==> config.mk <==
export PLATFORM = sky130hd
export DESIGN_NAME = lsu_mem_adapter_flat
export DESIGN_NICKNAME = d
export VERILOG_FILES = /design/src/rtl/lsu_mem_adapter_if.sv /design/src/rtl/lsu_mem_adapter.sv /design/src/flat_wrapper.sv
export SDC_FILE = /design/constraint.sdc
export NUM_CORES = 1
export LEC_CHECK = 0
export ABC_AREA = 1
export CAP_MARGIN = 20
export CORE_MARGIN = 5
export CORE_UTILIZATION = 45
export CTS_BUF_LIST = sky130_fd_sc_hd__clkbuf_4 sky130_fd_sc_hd__clkbuf_8 sky130_fd_sc_hd__clkbuf_16
export DETAILED_ROUTE_END_ITERATION = 6
export GPL_ROUTABILITY_DRIVEN = 1
export GPL_TIMING_DRIVEN = 0
export PLACE_DENSITY = 0.84
export SLEW_MARGIN = 10
export SYNTH_ARGS = -nofsm -noshare
export SYNTH_HDL_FRONTEND = slang
export SYNTH_SLANG_ARGS = --single-unit
==> constraint.sdc <==
create_clock -name clk_i -period 6.7 [get_ports clk_i]
set_input_delay 1.34 -clock clk_i [delete_from_list [all_inputs] [get_ports clk_i]]
set_output_delay 1.34 -clock clk_i [all_outputs]
set_load 0.05 [all_outputs]
==> src/rtl/lsu_mem_adapter_if.sv <==
// lsu_mem_adapter_if: request/response handshake and word-memory bus of the load/store adapter
interface lsu_mem_adapter_if;
    logic        req_valid_i;
    logic        req_ready_o;
    logic        req_we_i;
    logic [2:0]  req_funct3_i;
    logic [31:0] req_addr_i;
    logic [31:0] req_wdata_i;
    logic        rsp_valid_o;
    logic        rsp_ready_i;
    logic [31:0] rsp_rdata_o;
    logic        rsp_err_o;
    logic        mem_en_o;
    logic        mem_we_o;
    logic [31:0] mem_addr_o;
    logic [31:0] mem_wdata_o;
    logic [31:0] mem_rdata_i;

    modport slave (
        input  req_valid_i, req_we_i, req_funct3_i, req_addr_i, req_wdata_i, rsp_ready_i, mem_rdata_i,
        output req_ready_o, rsp_valid_o, rsp_rdata_o, rsp_err_o, mem_en_o, mem_we_o, mem_addr_o, mem_wdata_o
    );

    modport master (
        output req_valid_i, req_we_i, req_funct3_i, req_addr_i, req_wdata_i, rsp_ready_i, mem_rdata_i,
        input  req_ready_o, rsp_valid_o, rsp_rdata_o, rsp_err_o, mem_en_o, mem_we_o, mem_addr_o, mem_wdata_o
    );
endinterface

==> src/rtl/lsu_mem_adapter.sv <==
// lsu_mem_adapter: turns byte/half/word CPU loads and stores into word-only memory accesses
module lsu_mem_adapter #(
    parameter logic [31:0] BASE_ADDR = 32'h80000000,
    parameter logic [31:0] END_ADDR  = 32'hA0000000
) (
    input logic               clk_i,
    input logic               rst_i,
    lsu_mem_adapter_if.slave  bus
);
    typedef enum logic [2:0] {IDLE, RD, LD_CAP, WR, RMW_MRG, RSP} state_t;

    state_t      state_q, state_d;
    logic        we_q, we_d;
    logic [2:0]  f3_q, f3_d;
    logic [1:0]  lane_q, lane_d;
    logic [31:0] off_q, off_d;
    logic [31:0] wdata_q, wdata_d;
    logic [31:0] rdata_q, rdata_d;
    logic        err_q, err_d;

    logic [2:0]  size;
    logic        legal, misal, oor, bad;
    logic [31:0] sh, ext, mask, lane_data, merged;

    // Request checks on the incoming fields; the limit sum is 33 bits so the top of the address space cannot wrap
    always_comb begin
        size  = bus.req_funct3_i[1:0] == 2'd0 ? 3'd1 : bus.req_funct3_i[1:0] == 2'd1 ? 3'd2 : 3'd4;
        legal = bus.req_we_i ? (!bus.req_funct3_i[2] && bus.req_funct3_i[1:0] != 2'd3)
                             : (bus.req_funct3_i[1:0] != 2'd3 && bus.req_funct3_i != 3'd6);
        misal = (size == 3'd2 && bus.req_addr_i[0]) || (size == 3'd4 && |bus.req_addr_i[1:0]);
        oor   = bus.req_addr_i < BASE_ADDR || ({1'b0, bus.req_addr_i} + {30'b0, size}) > {1'b0, END_ADDR};
        bad   = !legal || misal || oor;
    end

    // Lane extraction for loads and lane replacement for sub-word stores, both from the word read last cycle
    always_comb begin
        sh        = bus.mem_rdata_i >> {lane_q, 3'b000};
        ext       = f3_q[1:0] == 2'd0 ? {{24{~f3_q[2] & sh[7]}}, sh[7:0]}
                  : f3_q[1:0] == 2'd1 ? {{16{~f3_q[2] & sh[15]}}, sh[15:0]} : sh;
        mask      = f3_q[0] ? 32'h0000FFFF << {lane_q, 3'b000} : 32'h000000FF << {lane_q, 3'b000};
        lane_data = f3_q[0] ? {2{wdata_q[15:0]}} : {4{wdata_q[7:0]}};
        merged    = (bus.mem_rdata_i & ~mask) | (lane_data & mask);
    end

    // Next-state and next-field computation of the access sequencer
    always_comb begin
        state_d = state_q;
        we_d    = we_q;
        f3_d    = f3_q;
        lane_d  = lane_q;
        off_d   = off_q;
        wdata_d = wdata_q;
        rdata_d = rdata_q;
        err_d   = err_q;
        case (state_q)
            IDLE: if (bus.req_valid_i) begin
                we_d    = bus.req_we_i;
                f3_d    = bus.req_funct3_i;
                lane_d  = bus.req_addr_i[1:0];
                off_d   = (bus.req_addr_i - BASE_ADDR) & ~32'd3;
                wdata_d = bus.req_wdata_i;
                rdata_d = '0;
                err_d   = bad;
                state_d = bad ? RSP : (bus.req_we_i && bus.req_funct3_i[1:0] == 2'd2) ? WR : RD;
            end
            RD:      state_d = we_q ? RMW_MRG : LD_CAP;
            LD_CAP:  begin
                rdata_d = ext;
                state_d = RSP;
            end
            WR:      state_d = RSP;
            RMW_MRG: state_d = RSP;
            RSP:     if (bus.rsp_ready_i) state_d = IDLE;
            default: state_d = IDLE;
        endcase
    end

    // State and request-field registers with synchronous reset
    always_ff @(posedge clk_i) begin
        if (rst_i) begin
            state_q <= IDLE;
            we_q    <= 1'b0;
            f3_q    <= '0;
            lane_q  <= '0;
            off_q   <= '0;
            wdata_q <= '0;
            rdata_q <= '0;
            err_q   <= 1'b0;
        end else begin
            state_q <= state_d;
            we_q    <= we_d;
            f3_q    <= f3_d;
            lane_q  <= lane_d;
            off_q   <= off_d;
            wdata_q <= wdata_d;
            rdata_q <= rdata_d;
            err_q   <= err_d;
        end
    end

    assign bus.req_ready_o = state_q == IDLE;
    assign bus.rsp_valid_o = state_q == RSP;
    assign bus.rsp_rdata_o = rdata_q;
    assign bus.rsp_err_o   = err_q;
    assign bus.mem_en_o    = state_q == RD || state_q == WR || state_q == RMW_MRG;
    assign bus.mem_we_o    = state_q == WR || state_q == RMW_MRG;
    assign bus.mem_addr_o  = off_q;
    assign bus.mem_wdata_o = state_q == WR ? wdata_q : state_q == RMW_MRG ? merged : '0;
endmodule

==> src/flat_wrapper.sv <==
// flat-port wrapper written by rule: the top's interface ports become plain ports
module lsu_mem_adapter_flat 
#(
    parameter logic [31:0] BASE_ADDR = 32'h80000000,
    parameter logic [31:0] END_ADDR  = 32'hA0000000
)
  (clk_i, rst_i, bus_req_valid_i, bus_req_we_i, bus_req_funct3_i, bus_req_addr_i, bus_req_wdata_i, bus_rsp_ready_i, bus_mem_rdata_i, bus_req_ready_o, bus_rsp_valid_o, bus_rsp_rdata_o, bus_rsp_err_o, bus_mem_en_o, bus_mem_we_o, bus_mem_addr_o, bus_mem_wdata_o);
  lsu_mem_adapter_if bus_i ();
  input logic clk_i;
  input logic rst_i;
  input wire logic [$bits(bus_i.req_valid_i)-1:0] bus_req_valid_i;
  input wire logic [$bits(bus_i.req_we_i)-1:0] bus_req_we_i;
  input wire logic [$bits(bus_i.req_funct3_i)-1:0] bus_req_funct3_i;
  input wire logic [$bits(bus_i.req_addr_i)-1:0] bus_req_addr_i;
  input wire logic [$bits(bus_i.req_wdata_i)-1:0] bus_req_wdata_i;
  input wire logic [$bits(bus_i.rsp_ready_i)-1:0] bus_rsp_ready_i;
  input wire logic [$bits(bus_i.mem_rdata_i)-1:0] bus_mem_rdata_i;
  output wire logic [$bits(bus_i.req_ready_o)-1:0] bus_req_ready_o;
  output wire logic [$bits(bus_i.rsp_valid_o)-1:0] bus_rsp_valid_o;
  output wire logic [$bits(bus_i.rsp_rdata_o)-1:0] bus_rsp_rdata_o;
  output wire logic [$bits(bus_i.rsp_err_o)-1:0] bus_rsp_err_o;
  output wire logic [$bits(bus_i.mem_en_o)-1:0] bus_mem_en_o;
  output wire logic [$bits(bus_i.mem_we_o)-1:0] bus_mem_we_o;
  output wire logic [$bits(bus_i.mem_addr_o)-1:0] bus_mem_addr_o;
  output wire logic [$bits(bus_i.mem_wdata_o)-1:0] bus_mem_wdata_o;
  assign bus_i.req_valid_i = bus_req_valid_i;
  assign bus_i.req_we_i = bus_req_we_i;
  assign bus_i.req_funct3_i = bus_req_funct3_i;
  assign bus_i.req_addr_i = bus_req_addr_i;
  assign bus_i.req_wdata_i = bus_req_wdata_i;
  assign bus_i.rsp_ready_i = bus_rsp_ready_i;
  assign bus_i.mem_rdata_i = bus_mem_rdata_i;
  assign bus_req_ready_o = bus_i.req_ready_o;
  assign bus_rsp_valid_o = bus_i.rsp_valid_o;
  assign bus_rsp_rdata_o = bus_i.rsp_rdata_o;
  assign bus_rsp_err_o = bus_i.rsp_err_o;
  assign bus_mem_en_o = bus_i.mem_en_o;
  assign bus_mem_we_o = bus_i.mem_we_o;
  assign bus_mem_addr_o = bus_i.mem_addr_o;
  assign bus_mem_wdata_o = bus_i.mem_wdata_o;
  lsu_mem_adapter #(.BASE_ADDR(BASE_ADDR), .END_ADDR(END_ADDR)) u_core (.clk_i(clk_i), .rst_i(rst_i), .bus(bus_i));
endmodule
# ---- Yosys cells after proc, flatten, opt, wreduce, memory -nomap -nowiden
# Index checks and enable logic that the tools add are counted.
# W data, S select, Z words.
dict set report totals {
  reg_bits 104
}
dict set report op_classes {
  n_bitwise 7
  reduce_logical 23
  mux 17
  addsub 2
  shifts 3
  magnitude_cmp 2
  n_eq_ne 14
}
# operator n
set ops {}
lappend ops {{$mux W32} 7}
lappend ops {{$and A32 B32 Y32} 2}
lappend ops {{$pmux W32 S2} 1}
lappend ops {{$add A32 B3 Y33} 1}
lappend ops {{$gt A33 B32 Y1 const B} 1}
lappend ops {{$lt A32 B32 Y1 const B} 1}
lappend ops {{$not A32 Y32} 1}
lappend ops {{$or A32 B32 Y32} 1}
lappend ops {{$shl A16 B5 Y32 const A} 1}
lappend ops {{$shl A8 B5 Y32 const A} 1}
lappend ops {{$shr A32 B5 Y32} 1}
lappend ops {{$sub A32 B32 Y32 const B} 1}
lappend ops {{$mux W3} 6}
lappend ops {{$pmux W3 S4} 1}
lappend ops {{$eq A3 B2 Y1 const B} 3}
lappend ops {{$eq A3 B3 Y1 const B} 3}
lappend ops {{$logic_or A1 B1 Y1} 7}
lappend ops {{$ne A2 B2 Y1 const B} 3}
lappend ops {{$reduce_and A2 Y1} 3}
lappend ops {{$logic_and A1 B1 Y1} 5}
lappend ops {{$eq A2 B1 Y1 const B} 2}
lappend ops {{$logic_not A2 Y1} 2}
lappend ops {{$eq A3 B1 Y1 const B} 1}
lappend ops {{$logic_not A3 Y1} 1}
lappend ops {{other kinds (10)} 12}

# ---- Longest topological paths before layout
dict set report depth {
  depth_word 11
  ltp_mapped 21
  depth_no_buf 21
}

# ---- Least setup slack after synthesis
# OpenSTA, ideal clock, no wires.
dict set report synth_path {
  path_kind {input port to output port}
  from {input bus_mem_rdata_i[16]}
  to {output bus_mem_wdata_o[16]}
  setup_slack_ns 3.206
  arrival_time_ns 2.154
  t_required_ns 5.360
  path_stages 2
  path_cell_list {nor2_1 -> o22ai_1}
}
dict set report synth_via {
  elab_chain_cells 4
}
# element line
set synth_lines {}
lappend synth_lines {{from (decl)} flat_wrapper.sv:17} ;# input wire logic [$bits(bus_i.mem_rdata_i)-1:0] bus_mem_rdata_i;
lappend synth_lines {{$and A32 B32 Y32} lsu_mem_adapter.sv:42} ;# merged = (bus.mem_rdata_i & ~mask) | (lane_data & mask);
lappend synth_lines {{$or A32 B32 Y32} lsu_mem_adapter.sv:42}
lappend synth_lines {{$mux W32 (2 in series)} lsu_mem_adapter.sv:108} ;# assign bus.mem_wdata_o = state_q == WR ? wdata_q : state_q == RMW_MRG ? merged : '0;
lappend synth_lines {{to (decl)} flat_wrapper.sv:25} ;# output wire logic [$bits(bus_i.mem_wdata_o)-1:0] bus_mem_wdata_o;
# Every way passes these cells.

# ---- Worst setup path in the final report
dict set report layout_path {
  from {register u_core.f3_q[0]}
  to {output bus_mem_wdata_o[11]}
}
dict set report layout_via {
  elab_chain_cells 6
  elab_cells_between_ends 8
  cone_classes {mux (4); bitwise (4)}
}
# element line
set layout_lines {}
lappend layout_lines {{from (decl)} lsu_mem_adapter.sv:14} ;# logic [2:0] f3_q, f3_d;
lappend layout_lines {{from (signal assigned)} lsu_mem_adapter.sv:83} ;# f3_q <= '0;
lappend layout_lines {{from (signal assigned)} lsu_mem_adapter.sv:92} ;# f3_q <= f3_d;
lappend layout_lines {{$mux W32} lsu_mem_adapter.sv:40} ;# mask = f3_q[0] ? 32'h0000FFFF << {lane_q, 3'b000} : 32'h000000FF << {lane_q, 3'b000};
lappend layout_lines {{$not A32 Y32} lsu_mem_adapter.sv:42}
lappend layout_lines {{$and A32 B32 Y32} lsu_mem_adapter.sv:42}
lappend layout_lines {{$or A32 B32 Y32 *} lsu_mem_adapter.sv:42}
lappend layout_lines {{$mux W32 * (2 in series)} lsu_mem_adapter.sv:108}
# Mark *: on every way between the ends. The rest lies on a longest branch, timed or not.

==> key figures <==
Power and ir drop
  – Sequential share of power: 27.7%
  – Combinational share of power: 54.7%
  – Clock share of power: 17.7%
  – Internal power: 1.488 mW
  – VDD IR max: 146.7 µV
  – Final Total Pwr: 2.913 mW
  – P_leak: 3.223 nW
  – Switch share: 48.90%
  – Switching pwr: 1.424 mW
  – PD cells: 335.2 nW/µm²

Placement
  – RePlAce Congestion: 0.9646
  – PortBufs: 198
  – Placed Cells incl. Taps: 1,358
  – Dpl hpwl: 19,060 µm

Outcome
  – Status: finished clean

Critical path
  – Reg2reg start: u_core.state_q[1]
  – Worst EP arrival: 3.29 ns
  – Critical Path RT: 5.36 ns
  – Setup crit end kind: output pin
  – CP max FO: 10
  – Crit path kind: reg -> out
  – Worst setup path startpoint: u_core.f3_q[0]
  – Element type at the critical path start: flip-flop

Layout
  – Antenna diode count: 0
  – Fillers: 1,250
  – Fraction of layout cells with a size suffix above 1: 4.925%
  – Most common cell after layout, fill and taps aside: nand2_1
  – Most frequent cells in the layout: nand2_1, clkdlybuf4s50_1, a21oi_1
  – Sequential Area: 2082 µm²
  – Multi-input logic area: 3543 µm²
  – Final non-filler cell total: 1,374
  – Layout area overhead: 40.16%
  – Nets@finish: 1,301

Die
  – Die height: 127.4 µm
  – CORE AREA: 13,400 µm²
  – IO Count: 205
  – Row count: 42
  – Initial Utilization: 46.27%
  – Die Span X: 127.4 µm
  – Die area: 16,220 µm²

Routing
  – Wire per inst: 17.15 µm
  – Wl on met1: 9368 µm
  – Drt total wl: 23,560 µm
  – Antenna Nets Post-Route: 0
  – Initial DRC Count: 757
  – Met2 routed WL: 10,900 µm
  – First-pass DRT Iterations: 6
  – Vias: 7,590
  – # DRC: 0
  – Vias per cell: 5.524
  – Uppermost routed layer: met4
  – DR WL met3: 2302 µm

STA
  – Endpoints failing hold: 0
  – Slew @ Worst Pin: 0.7790 ns
  – RSZ-0062 raised after global routing: no
  – Fmax: 215.9 MHz
  – Slew Viols, Final: 0
  – Setup violations, final: 0
  – Slew HR: 47.83%
  – Final Cycle Share: 69.12%
  – Fin crit period: 4.631 ns
  – Worst clock skew: 0.01049 ns
  – Setup TNS: 0 ns

Logic synthesis
  – Synth Area in Simple Gates: 29.63%
  – Ys Warns: 0
  – Largest family of logic cells by synthesized area: simple AND/OR/NAND/NOR gates
  – Cells after Synth: 983
  – Sequential cell area fraction in the yosys report: 33.58%
  – Synthesized area: 6200 µm²
  – Mux cell area share after synthesis: 1.130%
  – #FFs+latches synth: 104
  – Adder-cell share of the synthesized area: 0.9284%
  – Post-synthesis xor/xnor area fraction: 0.7064%
  – Synthesized area per cell: 6.307 µm²
  – Synth Area in Compound Gates: 24.64%
  – Netlist cell types: 42

Clock tree
  – CTS H-tree depth: 3
  – Post-CTS repair timing setup buffer count: 0
  – Clk root buf: clkbuf_16
  – Num CTS Buffers: 9
  – Clk pin slew, worst setup/hold paths: 0.07 ns
  – Clock tree buffer depth: 2
  – CTS tree: done
  – Post-CTS Resized: 0
  – Num Clock Sinks: 104
  – Cts hold-fix bufs: 0
  – Clk_lat worst skew: 0.36 ns

Min path
  – Worst hold path startpoint: u_core.wdata_q[27]
  – Worst hold path type: reg -> reg

Global route
  – Initial antenna violation count: 0
  – Overall routing resource usage: 28.45%
  – Overflow after GRT: 0
  – First-pass GRT wire length: 36,660 µm
  – Largest net degree at the start of global routing: 18
  – Vias in the first global route: 7,116

Flow run
  – MaxCap Viol Count: 0
==> synthesized netlist by cell type <==
master | n | area share [%]
mux2i_1 | 7 | 1.1
o22ai_1 | 16 | 1.6
inv_2 | 5 | 0.30
xnor2_1 | 2 | 0.28
a211oi_1 | 1 | 0.12
inv_1 | 85 | 5.1
clkbuf_1 | 46 | 2.8
nand4_1 | 7 | 0.71
o21a_1 | 1 | 0.12
a31oi_2 | 1 | 0.20
nand2_1 | 237 | 14
clkinv_1 | 2 | 0.12
o21ai_1 | 3 | 0.24
nor2_2 | 10 | 1.0
a21boi_0 | 2 | 0.24
o311ai_0 | 2 | 0.28
nor2_4 | 6 | 1.1
nand2_4 | 1 | 0.18
ha_1 | 3 | 0.61
o21bai_1 | 1 | 0.12
dfxtp_1 | 104 | 34
nor4_1 | 1 | 0.10
conb_1 | 1 | 0.060
clkbuf_2 | 2 | 0.16
a2111oi_0 | 1 | 0.14
a31oi_1 | 2 | 0.20
o211ai_1 | 8 | 0.97
fa_1 | 1 | 0.32
nand3b_1 | 8 | 0.97
nand2_2 | 8 | 0.81
a21oi_1 | 127 | 10
nor2_1 | 67 | 4.1
nand3_2 | 1 | 0.16
xor2_1 | 3 | 0.42
nand3_1 | 67 | 5.4
nor3_1 | 6 | 0.48
buf_4 | 2 | 0.24
o21ai_0 | 124 | 10
a21boi_1 | 1 | 0.12
buf_1 | 4 | 0.24
or2_2 | 3 | 0.30
buf_2 | 4 | 0.32
==> cells by family after synthesis <==
group / after synthesis
compound gates: 290
buf+inv: 150
other cells: 1
simple gates: 422
flops: 104
mux: 7
fa+ha+maj: 4
xor+xnor: 5
==> critical path, stage by stage, from the launching register on <==
cell,delay [ns]
dfxtp_1,0.31
clkbuf_1,0.37
inv_1,0.18
a21oi_1,0.48
clkbuf_1,0.38
o21ai_0,0.15
o21ai_0,0.18
clkdlybuf4s50_1,0.88
==> through the flow <==
stage | hold WS (ns) | cell area, µm² | setup slack [ns] | utilization (%)
finish | 0.4538 | 8690 | 2.069 | 64.85
global route | 0.4716 | 8690 | 1.904 | 64.85
CTS | 0.4534 | 8690 | 2.147 | 64.85
detailed placement | 0.4429 | 8406 | 2.287 | 62.73
global placement | 0.4345 | 8406 | 2.287 | 62.73
floorplan | 0.4245 | 6203 | 3.206 | -
==> layer usage <==
| layer | up-vias | GRT usage (%) |
|---|---|---|
| met5 | - | 0 |
| met4 | 0 | 14.07 |
| met3 | 80 | 6.010 |
| met2 | 414 | 46.76 |
| met1 | 3404 | 35.31 |
| li1 | 3692 | - |
==> layout make-up <==
type	instances	share of cell area [%]
repair buffers	198	22.81
clock inverters	6	0.5184
inverters	92	3.974
well taps	176	2.534
plain buffers	58	2.678
clock buffers	10	2.750
multi-input cells	730	40.78
flip-flops and latches	104	23.96
==> power groups by stage <==
stage                     registers (mW)  clock network, mW  logic, mW
after global placement             0.813                  0       1.56
after floorplan                    0.989                  0      0.860
final                              0.806              0.515       1.59
after detailed placement           0.817                  0       1.57
after global routing               0.819              0.544       1.71
after CTS                          0.805              0.516       1.58
==> registers in the layout, summed over array words and instances, names as in the netlist <==
signal	cells
u_core.bus.mem_addr_o	30
u_core.bus.rsp_err_o	1
u_core.bus.rsp_rdata_o	32
u_core.f3_q	3
u_core.lane_q	2
u_core.state_q	3
u_core.wdata_q	32
u_core.we_q	1
==> worst paths after layout <==
| kind | endpoint | slack, ns | depth (start not counted) |
|---|---|---|---|
| hold reg to reg | u_core.wdata_q[27] | 0.45 | 2 |
| setup reg to reg | u_core.bus.rsp_rdata_o[17] | 4.36 | 9 |
| setup / recovery | bus_mem_wdata_o[11] | 2.07 | 7 |
| hold / removal | u_core.wdata_q[27] | 0.45 | 2 |
(Power assumes the default switching activity.)
